## src/rtl/instr_fetch.sv

```systemverilog
// ============================================================================
// Module   : instr_fetch
// Purpose  : PC consumer: fetches over req/ack, buffers words in a FIFO, drives
//            the PC's next value. Optional macro: FETCH_ALIGN_CHECK_EN.
// Revision : 1.0
// ============================================================================
`default_nettype none

module instr_fetch #(
  parameter int ADDR_W      = 32,
  parameter int DATA_W      = 32,
  parameter int FIFO_DEPTH  = 4,
  parameter int INSTR_BYTES = 4
) (
  input  logic              clk_i,
  input  logic              rst_ni,
  input  logic [ADDR_W-1:0] pc_addr_i,
  output logic [ADDR_W-1:0] next_address_o,
  output logic              mem_req_o,
  output logic [ADDR_W-1:0] mem_addr_o,
  input  logic              mem_ack_i,
  input  logic [DATA_W-1:0] mem_rdata_i,
  input  logic              redirect_i,
  input  logic [ADDR_W-1:0] redirect_addr_i,
  output logic              instr_valid_o,
  input  logic              instr_ready_i,
  output logic [DATA_W-1:0] instr_o,
  output logic [ADDR_W-1:0] instr_addr_o,
  output logic              fetch_fault_o
);

  localparam int PTR_W = $clog2(FIFO_DEPTH);
  localparam int CNT_W = PTR_W + 1;
  localparam logic [CNT_W-1:0] C_DEPTH = CNT_W'(FIFO_DEPTH);

  localparam logic [1:0] S_IDLE = 2'd0;
  localparam logic [1:0] S_REQ  = 2'd1;
  localparam logic [1:0] S_DROP = 2'd2;

  logic [1:0]        state_q, state_d;
  logic [ADDR_W-1:0] mem_addr_q, mem_addr_d;
  logic [DATA_W-1:0] data_q [FIFO_DEPTH];
  logic [ADDR_W-1:0] addr_q [FIFO_DEPTH];
  logic [PTR_W-1:0]  wr_ptr_q, wr_ptr_d, rd_ptr_q, rd_ptr_d;
  logic [CNT_W-1:0]  count_q, count_d;
  logic              issue, push, pop, fault_block;

`ifdef FETCH_ALIGN_CHECK_EN
  logic fault_q, fault_d;
  logic misaligned;

  assign misaligned    = (pc_addr_i[1:0] != 2'b00);
  assign fault_block   = fault_q | misaligned;
  assign fetch_fault_o = fault_q;

  always_comb begin
    fault_d = fault_q;
    if (redirect_i)                            fault_d = 1'b0;
    else if (state_q == S_IDLE && misaligned)  fault_d = 1'b1;
  end

  always_ff @(posedge clk_i or negedge rst_ni) begin
    if (!rst_ni) fault_q <= 1'b0;
    else         fault_q <= fault_d;
  end
`else
  assign fault_block   = 1'b0;
  assign fetch_fault_o = 1'b0;
`endif

  assign issue = (state_q == S_IDLE) && (count_q < C_DEPTH) && !redirect_i && !fault_block;
  assign push  = (state_q == S_REQ) && mem_ack_i && !redirect_i;
  assign pop   = (count_q != '0) && instr_ready_i;

  always_ff @(posedge clk_i or negedge rst_ni) begin
    if (!rst_ni) state_q <= S_IDLE;
    else         state_q <= state_d;
  end

  // A redirect with no ack leaves a stale request in flight that must be drained.
  always_comb begin
    state_d = state_q;
    case (state_q)
      S_IDLE:  if (issue) state_d = S_REQ;
      S_REQ: begin
        if (mem_ack_i)       state_d = S_IDLE;
        else if (redirect_i) state_d = S_DROP;
      end
      S_DROP:  if (mem_ack_i) state_d = S_IDLE;
      default: state_d = S_IDLE;
    endcase
  end

  always_comb begin
    mem_req_o      = (state_q != S_IDLE);
    next_address_o = pc_addr_i;
    if (!rst_ni)
      next_address_o = '0;
    else if (redirect_i)
      next_address_o = redirect_addr_i;
    else if (state_q == S_REQ && mem_ack_i)
      next_address_o = mem_addr_q + ADDR_W'(INSTR_BYTES);
  end

  assign mem_addr_d = issue ? pc_addr_i : mem_addr_q;
  assign mem_addr_o = mem_addr_q;

  always_comb begin
    wr_ptr_d = wr_ptr_q;
    rd_ptr_d = rd_ptr_q;
    count_d  = count_q;
    if (redirect_i) begin
      wr_ptr_d = '0;
      rd_ptr_d = '0;
      count_d  = '0;
    end else begin
      if (push) wr_ptr_d = wr_ptr_q + PTR_W'(1);
      if (pop)  rd_ptr_d = rd_ptr_q + PTR_W'(1);
      case ({push, pop})
        2'b10:   count_d = count_q + CNT_W'(1);
        2'b01:   count_d = count_q - CNT_W'(1);
        default: count_d = count_q;
      endcase
    end
  end

  always_ff @(posedge clk_i or negedge rst_ni) begin
    if (!rst_ni) begin
      mem_addr_q <= '0;
      wr_ptr_q   <= '0;
      rd_ptr_q   <= '0;
      count_q    <= '0;
    end else begin
      mem_addr_q <= mem_addr_d;
      wr_ptr_q   <= wr_ptr_d;
      rd_ptr_q   <= rd_ptr_d;
      count_q    <= count_d;
    end
  end

  always_ff @(posedge clk_i) begin
    if (push) begin
      data_q[wr_ptr_q] <= mem_rdata_i;
      addr_q[wr_ptr_q] <= mem_addr_q;
    end
  end

  assign instr_valid_o = (count_q != '0);
  assign instr_o       = data_q[rd_ptr_q];
  assign instr_addr_o  = addr_q[rd_ptr_q];

endmodule

`default_nettype wire

```

## config.mk

```make
export PLATFORM = sky130hd
export DESIGN_NAME = instr_fetch
export DESIGN_NICKNAME = d
export VERILOG_FILES = /design/src/rtl/instr_fetch.sv
export SDC_FILE = /design/constraint.sdc
export NUM_CORES = 1
export LEC_CHECK = 0
export ABC_AREA = 1
export ABC_CLOCK_PERIOD_IN_PS = 10300
export BUFFER_PORTS_ARGS = -buffer_cell sky130_fd_sc_hd__buf_2
export CORE_UTILIZATION = 60
export CTS_BUF_LIST = sky130_fd_sc_hd__clkbuf_8
export DETAILED_ROUTE_END_ITERATION = 10
export PLACE_DENSITY = 0.95
export SYNTH_ARGS = -nofsm -noshare
export SYNTH_HDL_FRONTEND = slang
export SYNTH_SLANG_ARGS = --single-unit
```

## constraint.sdc

```tcl
create_clock -name clk_i -period 10.3 [get_ports clk_i]
set_input_delay 2.06 -clock clk_i [delete_from_list [all_inputs] [get_ports clk_i]]
set_output_delay 2.06 -clock clk_i [all_outputs]
set_load 0.005 [all_outputs]
```

==> results of run 1 <==
-- logic make-up (layout without fill, tap and decap cells) --
group	after synthesis	count (layout)	share of synthesized area
AO/OA/AOI/OAI	278	278	0.127
adder cells (fa/ha/maj)	6	6	0.00653
XOR/XNOR	16	16	0.0111
buffers and inverters	108	367	0.0361
other	1	2	0.000296
flip-flops	297	297	0.688
AND/OR/NAND/NOR	384	384	0.131
-- routing by layer --
| layer | part of all wire | wire length [um] | vias up | GRT usage |
|---|---|---|---|---|
| met5 | 0 | 0 | - | 0 |
| met4 | 0.039 | 1210 | 0 | 0.138 |
| met3 | 0.090 | 2790 | 90 | 0.0581 |
| met2 | 0.49 | 15400 | 559 | 0.474 |
| met1 | 0.38 | 11800 | 4564 | 0.367 |
| li1 | - | - | 4368 | - |
-- per-stage QoR --
step	instances	util	instance area, um2	total power, mW	hold WS, ns
global route	1620	0.729	14900	3.09	0.565
global placement	1538	0.684	14000	2.00	0.526
CTS	1619	0.729	14900	2.98	0.550
detailed placement	1538	0.684	14000	2.02	0.536
finish	1620	0.729	14900	2.97	0.551
floorplan	1090	-	12700	1.78	0.504
-- synthesized netlist by cell type, drive strengths merged, types with 9 or more instances --
| master | instances | area [um2] |
|---|---|---|
| nand3 | 19 | 100 |
| o21ai | 151 | 756 |
| edfxtp | 256 | 7690 |
| clkbuf | 33 | 125 |
| a21oi | 29 | 153 |
| o221ai | 28 | 245 |
| nand2 | 177 | 704 |
| inv | 46 | 173 |
| xnor2 | 9 | 78.8 |
| dfrtp | 41 | 1030 |
| nor2 | 182 | 801 |
| buf | 29 | 159 |
| o22ai | 64 | 400 |
-- layout make-up --
class | instances | area [um2] | share of cell area
Sequential cell | 297 | 8720 | 0.586
Multi-Input combinational cell | 685 | 3520 | 0.236
Timing Repair Buffer | 240 | 1230 | 0.0824
Inverter | 46 | 174 | 0.0117
Tap cell | 270 | 338 | 0.0227
Clock buffer | 52 | 716 | 0.0481
Antenna cell | 1 | 2.50 | 0.000168
Clock inverter | 29 | 196 | 0.0132
-- how the worst min path moves through the flow --
stage                  to  startpoint  cells after the start
2_1_floorplan  count_q[1]  count_q[1]                      2
3_3_place_gp   count_q[1]  count_q[1]                      2
3_5_place_dp   count_q[1]  count_q[1]                      2
4_1_cts        count_q[1]  count_q[1]                      2
5_1_grt        count_q[1]  count_q[1]                      2
6_report       count_q[1]  count_q[1]                      2
-- power by group through the flow --
| stage | clock [mW] | combinational [mW] | sequential, mW |
|---|---|---|---|
| 6_report | 0.961 | 0.449 | 1.56 |
| 5_1_grt | 1.03 | 0.496 | 1.57 |
| 4_1_cts | 0.974 | 0.448 | 1.55 |
| 3_5_place_dp | 0 | 0.444 | 1.58 |
| 3_3_place_gp | 0 | 0.430 | 1.57 |
| 2_1_floorplan | 0 | 0.259 | 1.52 |
-- worst max-delay path: cells and delay by family --
family | cells | cell delay, ns
and+or+nand+nor | 1 | 0.60
AOI/OAI and AO/OA | 2 | 0.45
buffers and inverters | 3 | 0.82
-- flip-flops by register name, indices dropped and copies added, names as in the netlist --
| name | count |
|---|---|
| state_q | 2 |
| count_q | 3 |
| rd_ptr_q | 2 |
| data_q | 128 |
| addr_q | 128 |
| mem_addr_o | 32 |
| wr_ptr_q | 2 |
==> results.toml, run 1 <==
[routing]
dr.pass1.iters = 5
drt_iter0_markers = 752
drc_errors = 0
routed_wl_um = 31200
postRouteAntennaNets = 0
viasPerCell = 5.91
vias = 9581
wl_per_cell_um = 19.2

[grt]
grt-ovfl-total = 0
grt_pass1_wl_um = 47600
grt.total_usage = 0.288
grt_pass1_vias = 9253
antenna_found_initial = 1
grt_max_degree = 82

[power]
power.internal_mw = 2.12
clockPowerShare = 0.324
p_comb_frac = 0.151
p_seq_frac = 0.525
switching_share = 0.285
p_leak_nw = 5.81
p_per_area_nw_per_um2 = 199
power.switching_mw = 0.846
vdd_ir_drop_max_uv = 152

[critical_path]
cp-start-kind = "primary input"
path_class = "primary input to primary output"
regToRegEndpoint = "data_q[0][3]"
r2r_setup_slack_ns = 7.84
timing.rr.start = "state_q[1]"
cp.arrival_ns = 3.93
cpPeakStageDelay_ns = 0.60
path_cells = "buf_2 -> inv_2 -> nand4_1 -> o221ai_1 -> a21oi_1 -> buf_2"
endpoint = "next_address_o[3]"
reg2regPathDepth = 4
slowest_stage = "nand4_1"
cp_common_cell = "buf_2"
cp-startpoint = "redirect_i"
crit_path_end_kind = "primary output"
cp_max_fo = 33
cp.required_ns = 8.24

[placement]
place_hpwl_um = 19200
pre_cts_ws_ns = 4.39
portBuffers = 230
place_congestion = 0.932

[final_layout]
final_common_cell = "edfxtp_1"
syn2layout_area_growth_pct = 17.6
mostFrequentLayoutCells = "256 x edfxtp_1, 230 x buf_2, 163 x nand2_1"
layout-drive-gt1-share = 0.261
nFillCells = 1325
fin_nets = 1423

[yosys]
yosysWarningCount = 0
synthArstFlopShare = 0.138
seq_area_frac_synth = 0.688
synthFlopType = "edfxtp_1"
synthCells = 1090
synth_cell_types = 38
ys_ff_latch = 297
syn_area_um2 = 12700
synthesis.nets = 1197
synth_edf_count = 256
syn_area_per_cell_um2 = 11.6

[clocking]
insertion_delay_ns = 0.54
clockBufferDepth = 3
clock-sinks = 297
clk_pin_slew_ns = 0.06
cts_hold_buf = 0
numCtsBuffers = 46
cts_setup_buffers = 0
cts_root_buffer = "clkbuf_8"
cts_tree = "built"
post_cts_resized = 0
cts_max_level = 2

[floorplanning]
fp.dieH_um = 147
boundaryPins = 232
die-area_um2 = 21700
fp.dieW_um = 147
coreArea_um2 = 20400
initial_utilization = 0.619
fp-row-count = 52

[timing]
finalSetupViolations = 0
skew_ns = 0.0204
fin_ws_ns = 4.31
maxSlewViolCount = 0
tightest_slew_ns = 1.00
timing.final.crit_share = 0.582
finalCriticalPeriod_ns = 5.99
relSlewSlack = 0.333
hold_viol_final = 0
rsz0062_at_grt = "false"
setup-tns-final_ns = 0
fmax_ghz = 0.167

[hold_path]
hold_path_class = "flop to flop"

[run]
max-cap-violations = 0

[status]
status = "finished, final reports clean"
Note: power is estimated with default switching activity, not from simulation.
==> inputs of run 2 (changes only) <==
ABC_CLOCK_PERIOD_IN_PS = 6050   (was 10300)
CORE_UTILIZATION = 58   (was 60)
PLACE_DENSITY = 0.94   (was 0.95)
clock period = 6.05 ns   (was 10.3 ns; I/O delays follow)
==> run 2 against run 1 <==
- register-to-register slack got worse by 4.2 ns
- sequential power increased by 70%
- core utilization decreased by 2.5 points
- combinational power increased by 71%
- critical endpoint is now instr_o[2]
==> results.toml, run 2 (synthesis gave the netlist of run 1 again) <==
[timing]
tightest_slew_ns = 1.08
hold_viol_final = 0
finalSetupViolations = 0
setup-tns-final_ns = 0
rsz0062_at_grt = "false"
fmax_ghz = 0.233
timing.final.crit_share = 0.708
maxSlewViolCount = 0
relSlewSlack = 0.278
skew_ns = 0.0155
finalCriticalPeriod_ns = 4.29

[clocking]
numCtsBuffers = 47
clockBufferDepth = 3
insertion_delay_ns = 0.55
cts_max_level = 2
cts_tree = "built"
clock-sinks = 297
cts_hold_buf = 0
post_cts_resized = 0
cts_setup_buffers = 0
cts_root_buffer = "clkbuf_8"
clk_pin_slew_ns = 0.06

[run]
max-cap-violations = 0

[critical_path]
path_cells = "inv_4 -> buf_4 -> o21ai_0 -> o22ai_1 -> buf_2"
cpPeakStageDelay_ns = 0.70
slowest_stage = "dfrtp_4"
cp_max_fo = 82
cp_top_family = "buffers and inverters"
worst-path-buf-inv = 3
cp.arrival_ns = 3.08
cp-start-kind = "flop"
crit_path_end_kind = "primary output"
cp.required_ns = 4.84
path_class = "flop to primary output"

[routing]
drt_iter0_markers = 833
wl_per_cell_um = 18.6
routed_wl_um = 30300
viasPerCell = 5.78
drc_errors = 0
dr.pass1.iters = 5
postRouteAntennaNets = 0
vias = 9422

[placement]
place_congestion = 0.923
place_hpwl_um = 18600
portBuffers = 230
place_inst = 1542

[power]
p_leak_nw = 5.82
vdd_ir_drop_max_uv = 174
p_per_area_nw_per_um2 = 342

[grt]
grt.total_usage = 0.268
grt_pass1_vias = 8707
grt_pass1_wl_um = 45400
grt-ovfl-total = 0
grt_max_degree = 83
antenna_found_initial = 1

[hold_path]
hold_path_class = "flop to flop"

[final_layout]
final_common_cell = "edfxtp_1"
post-route-util = 0.703
syn2layout_area_growth_pct = 17.9
finalNonFillerCells = 1629
fin_nets = 1423
nFillCells = 1458
layout-drive-gt1-share = 0.260
mostFrequentLayoutCells = "256 x edfxtp_1, 230 x buf_2, 163 x nand2_1"

[floorplanning]
fp.dieW_um = 150
fp-row-count = 53
coreArea_um2 = 21200
initial_utilization = 0.596
die-area_um2 = 22400
fp.dieH_um = 150
boundaryPins = 232

[status]
status = "finished, final reports clean"
run 2: metal layers:
metal  vias to the layer above  global-route usage  part of all wire
met5                         -                   0                 0
li1                       4357                   -                 -
met4                         0              0.0985             0.028
met3                        71              0.0463             0.078
met2                       480               0.447              0.49
met1                      4514               0.356              0.40
run 2: path summary, 6_finish.rpt:
kind                             start        endpoint  slack [ns]  depth (start not counted)
max                        rd_ptr_q[0]      instr_o[2]        1.76                          5
min                         count_q[1]      count_q[1]        0.55                          2
max reg2reg                 state_q[1]   addr_q[3][13]        3.69                          4
min reg2reg                 count_q[1]      count_q[1]        0.55                          2
max in group asynchronous       rst_ni  mem_addr_o[18]        4.36                          2
min in group asynchronous       rst_ni   mem_addr_o[0]        0.81                          1
run 2: stage by stage:
stage / hold WS (ns) / cell area [um2] / power, mW / worst slack, ns
finish: 0.547 / 14900 / 5.10 / 1.76
CTS: 0.550 / 14900 / 5.11 / 1.79
global placement: 0.525 / 14000 / 3.41 / 1.90
detailed placement: 0.534 / 14000 / 3.44 / 1.81
floorplan: 0.504 / 12700 / 3.03 / 1.20
global route: 0.592 / 14900 / 5.31 / 1.54
run 2: layout make-up:
type                    instances  area [um2]  share of cell area
flip-flops and latches        297        8720               0.584
multi-input cells             685        3520               0.236
repair buffers                239        1220              0.0817
clock buffers                  53         729              0.0489
well taps                     275         344              0.0231
clock inverters                33         220              0.0148
inverters                      46         175              0.0117
diodes                          1        2.50            0.000168
run 2: tightest hold or removal path: stages, from the launching register on:
cell and delay (ns):
dfrtp_1 0.39, nand2_1 0.07, nand2_1 0.06
run 2: where the power goes:
part,internal [mW],switching [mW],total (mW)
registers,2.41,0.240,2.65
clock network,0.934,0.749,1.68
logic,0.290,0.476,0.766
total,3.63,1.46,5.10
==> inputs of run 3 (changes only) <==
ABC_CLOCK_PERIOD_IN_PS = 3400   (was 6050)
CORE_UTILIZATION = 52   (was 58)
PLACE_DENSITY = 0.89   (was 0.94)
clock period = 3.4 ns   (was 6.05 ns; I/O delays follow)
==> run 3 against run 2 <==
- hold slack got worse by 0.39 ns
- clock power rose by 65%
- wire length rose by 4.1%
- via count barely moved
- flip-flop and latch count did not move
- power rose by 74%
- non-clock buffer count rose by 9
- highest routed layer unchanged
==> results.toml, run 3 (synthesis gave the netlist of run 1 again) <==
[placement]
pre_cts_ws_ns = 0.671
place_hpwl_um = 19900
portBuffers = 230
place_congestion = 0.929
post_dp_cell_area_um2 = 14200

[floorplanning]
fp.dieW_um = 158
initial_utilization = 0.534
fp-row-count = 56
coreArea_um2 = 23700
fp.dieH_um = 158
boundaryPins = 232
die-area_um2 = 25000

[timing]
fmax_ghz = 0.329
hold_viol_final = 0
relSlewSlack = 0.561
rsz0062_at_grt = "false"
finalCriticalPeriod_ns = 3.04
timing.final.crit_share = 0.894
fin_ws_ns = 0.359
whs_ns = 0.154
skew_ns = 0.0237
tightest_slew_ns = 0.656
maxSlewViolCount = 0
finalSetupViolations = 0

[grt]
antenna_found_initial = 0
grt_pass1_vias = 9025
grt_pass1_wl_um = 47700
grt-ovfl-total = 0
grt.total_usage = 0.255
grt_max_degree = 130

[critical_path]
cp-start-kind = "flop"
crit_path_end_kind = "primary output"
cp.arrival_ns = 2.36
reg2regPathDepth = 9
cp_max_fo = 9
path_class = "flop to primary output"
cp.required_ns = 2.72

[final_layout]
mostFrequentLayoutCells = "256 x edfxtp_1, 230 x buf_2, 163 x nand2_1"
nFillCells = 1790
diodes = 0
stdcell_area_um2 = 15000
layout-drive-gt1-share = 0.270
final_common_cell = "edfxtp_1"
fin_nets = 1431
syn2layout_area_growth_pct = 18.9

[clocking]
cts_tree = "built"
clk_pin_slew_ns = 0.06
insertion_delay_ns = 0.54
cts_hold_buf = 0
numCtsBuffers = 46
post_cts_resized = 0
cts_root_buffer = "clkbuf_8"
cts_setup_buffers = 0
cts_max_level = 2
clock-sinks = 297
clockBufferDepth = 3

[routing]
vias = 9414
wl_per_cell_um = 18.8
viasPerCell = 5.61
dr.pass1.iters = 6
drc_errors = 0
postRouteAntennaNets = 0
routed_wl_um = 31500
drt_iter0_markers = 783

[power]
p_leak_nw = 5.84
vdd_ir_drop_max_uv = 311
p_per_area_nw_per_um2 = 590

[status]
status = "finished, final reports clean"

[run]
max-cap-violations = 0

[hold_path]
hold_path_class = "primary input to asynchronous set/reset pin"
[run 3: cell types whose count changed in the layout (fill, tap and decap cells not counted), sizes merged]
cell    before  now
clkbuf      53   55
diode        1    0
bufinv       3    0
inv         63   52
buf        239  248
clkinv      13   21
[run 3: path summary, 6_finish.rpt]
path                                 from                  to  slack (ns)
hold reg to reg                count_q[0]          count_q[0]        0.56
setup reg to reg               state_q[1]          count_q[2]        1.22
setup / recovery            mem_addr_o[2]  next_address_o[24]        0.36
max in group asynchronous          rst_ni         rd_ptr_q[0]        2.29
min in group clk_i         mem_rdata_i[1]        data_q[2][1]        0.35
hold / removal                     rst_ni          state_q[0]        0.15
[run 3: final cells by class]
| cell class | count | area [um2] | area share |
|---|---|---|---|
| clock inverter | 27 | 116 | 0.00774 |
| tap | 319 | 399 | 0.0265 |
| clock buffer | 55 | 757 | 0.0503 |
| multi-input combinational | 685 | 3520 | 0.234 |
| timing repair buffer | 248 | 1360 | 0.0905 |
| sequential | 297 | 8720 | 0.580 |
| inverter | 46 | 175 | 0.0116 |
[run 3: layer usage]
metal  global-route usage  vias to the layer above  routed length [um]
met2                0.438                      434               15600
met5                    0                        -                   0
met1                0.321                     4541               12800
li1                     -                     4380                   -
met4               0.0929                        0                 789
met3               0.0493                       59                2340
[run 3: power by group]
| part | internal (mW) | leakage (nW) | switching, mW |
|---|---|---|---|
| Clock | 1.47 | 0.488 | 1.31 |
| Sequential | 4.29 | 2.83 | 0.405 |
| Combinational | 0.537 | 2.52 | 0.874 |
| Total | 6.29 | 5.84 | 2.59 |
[run 3: worst max-delay path, cell delays in order, from the launching register on]
cell and delay [ns]:
dfrtp_1 0.55, ha_1 0.28, nand2_2 0.08, nor2_4 0.13, nand3_1 0.17, inv_1 0.17
nand2_1 0.07, nand2_1 0.06, nand2_1 0.06, a21oi_1 0.12, buf_2 0.12
[run 3: through the flow]
stage	power [mW]	util	std cells	setup TNS, ns
floorplan	5.40	-	1090	-236.20
global route	9.29	0.635	1677	0
detailed placement	6.17	0.598	1595	0
CTS	8.93	0.635	1677	0
finish	8.88	0.635	1677	0
global placement	6.11	0.598	1595	0
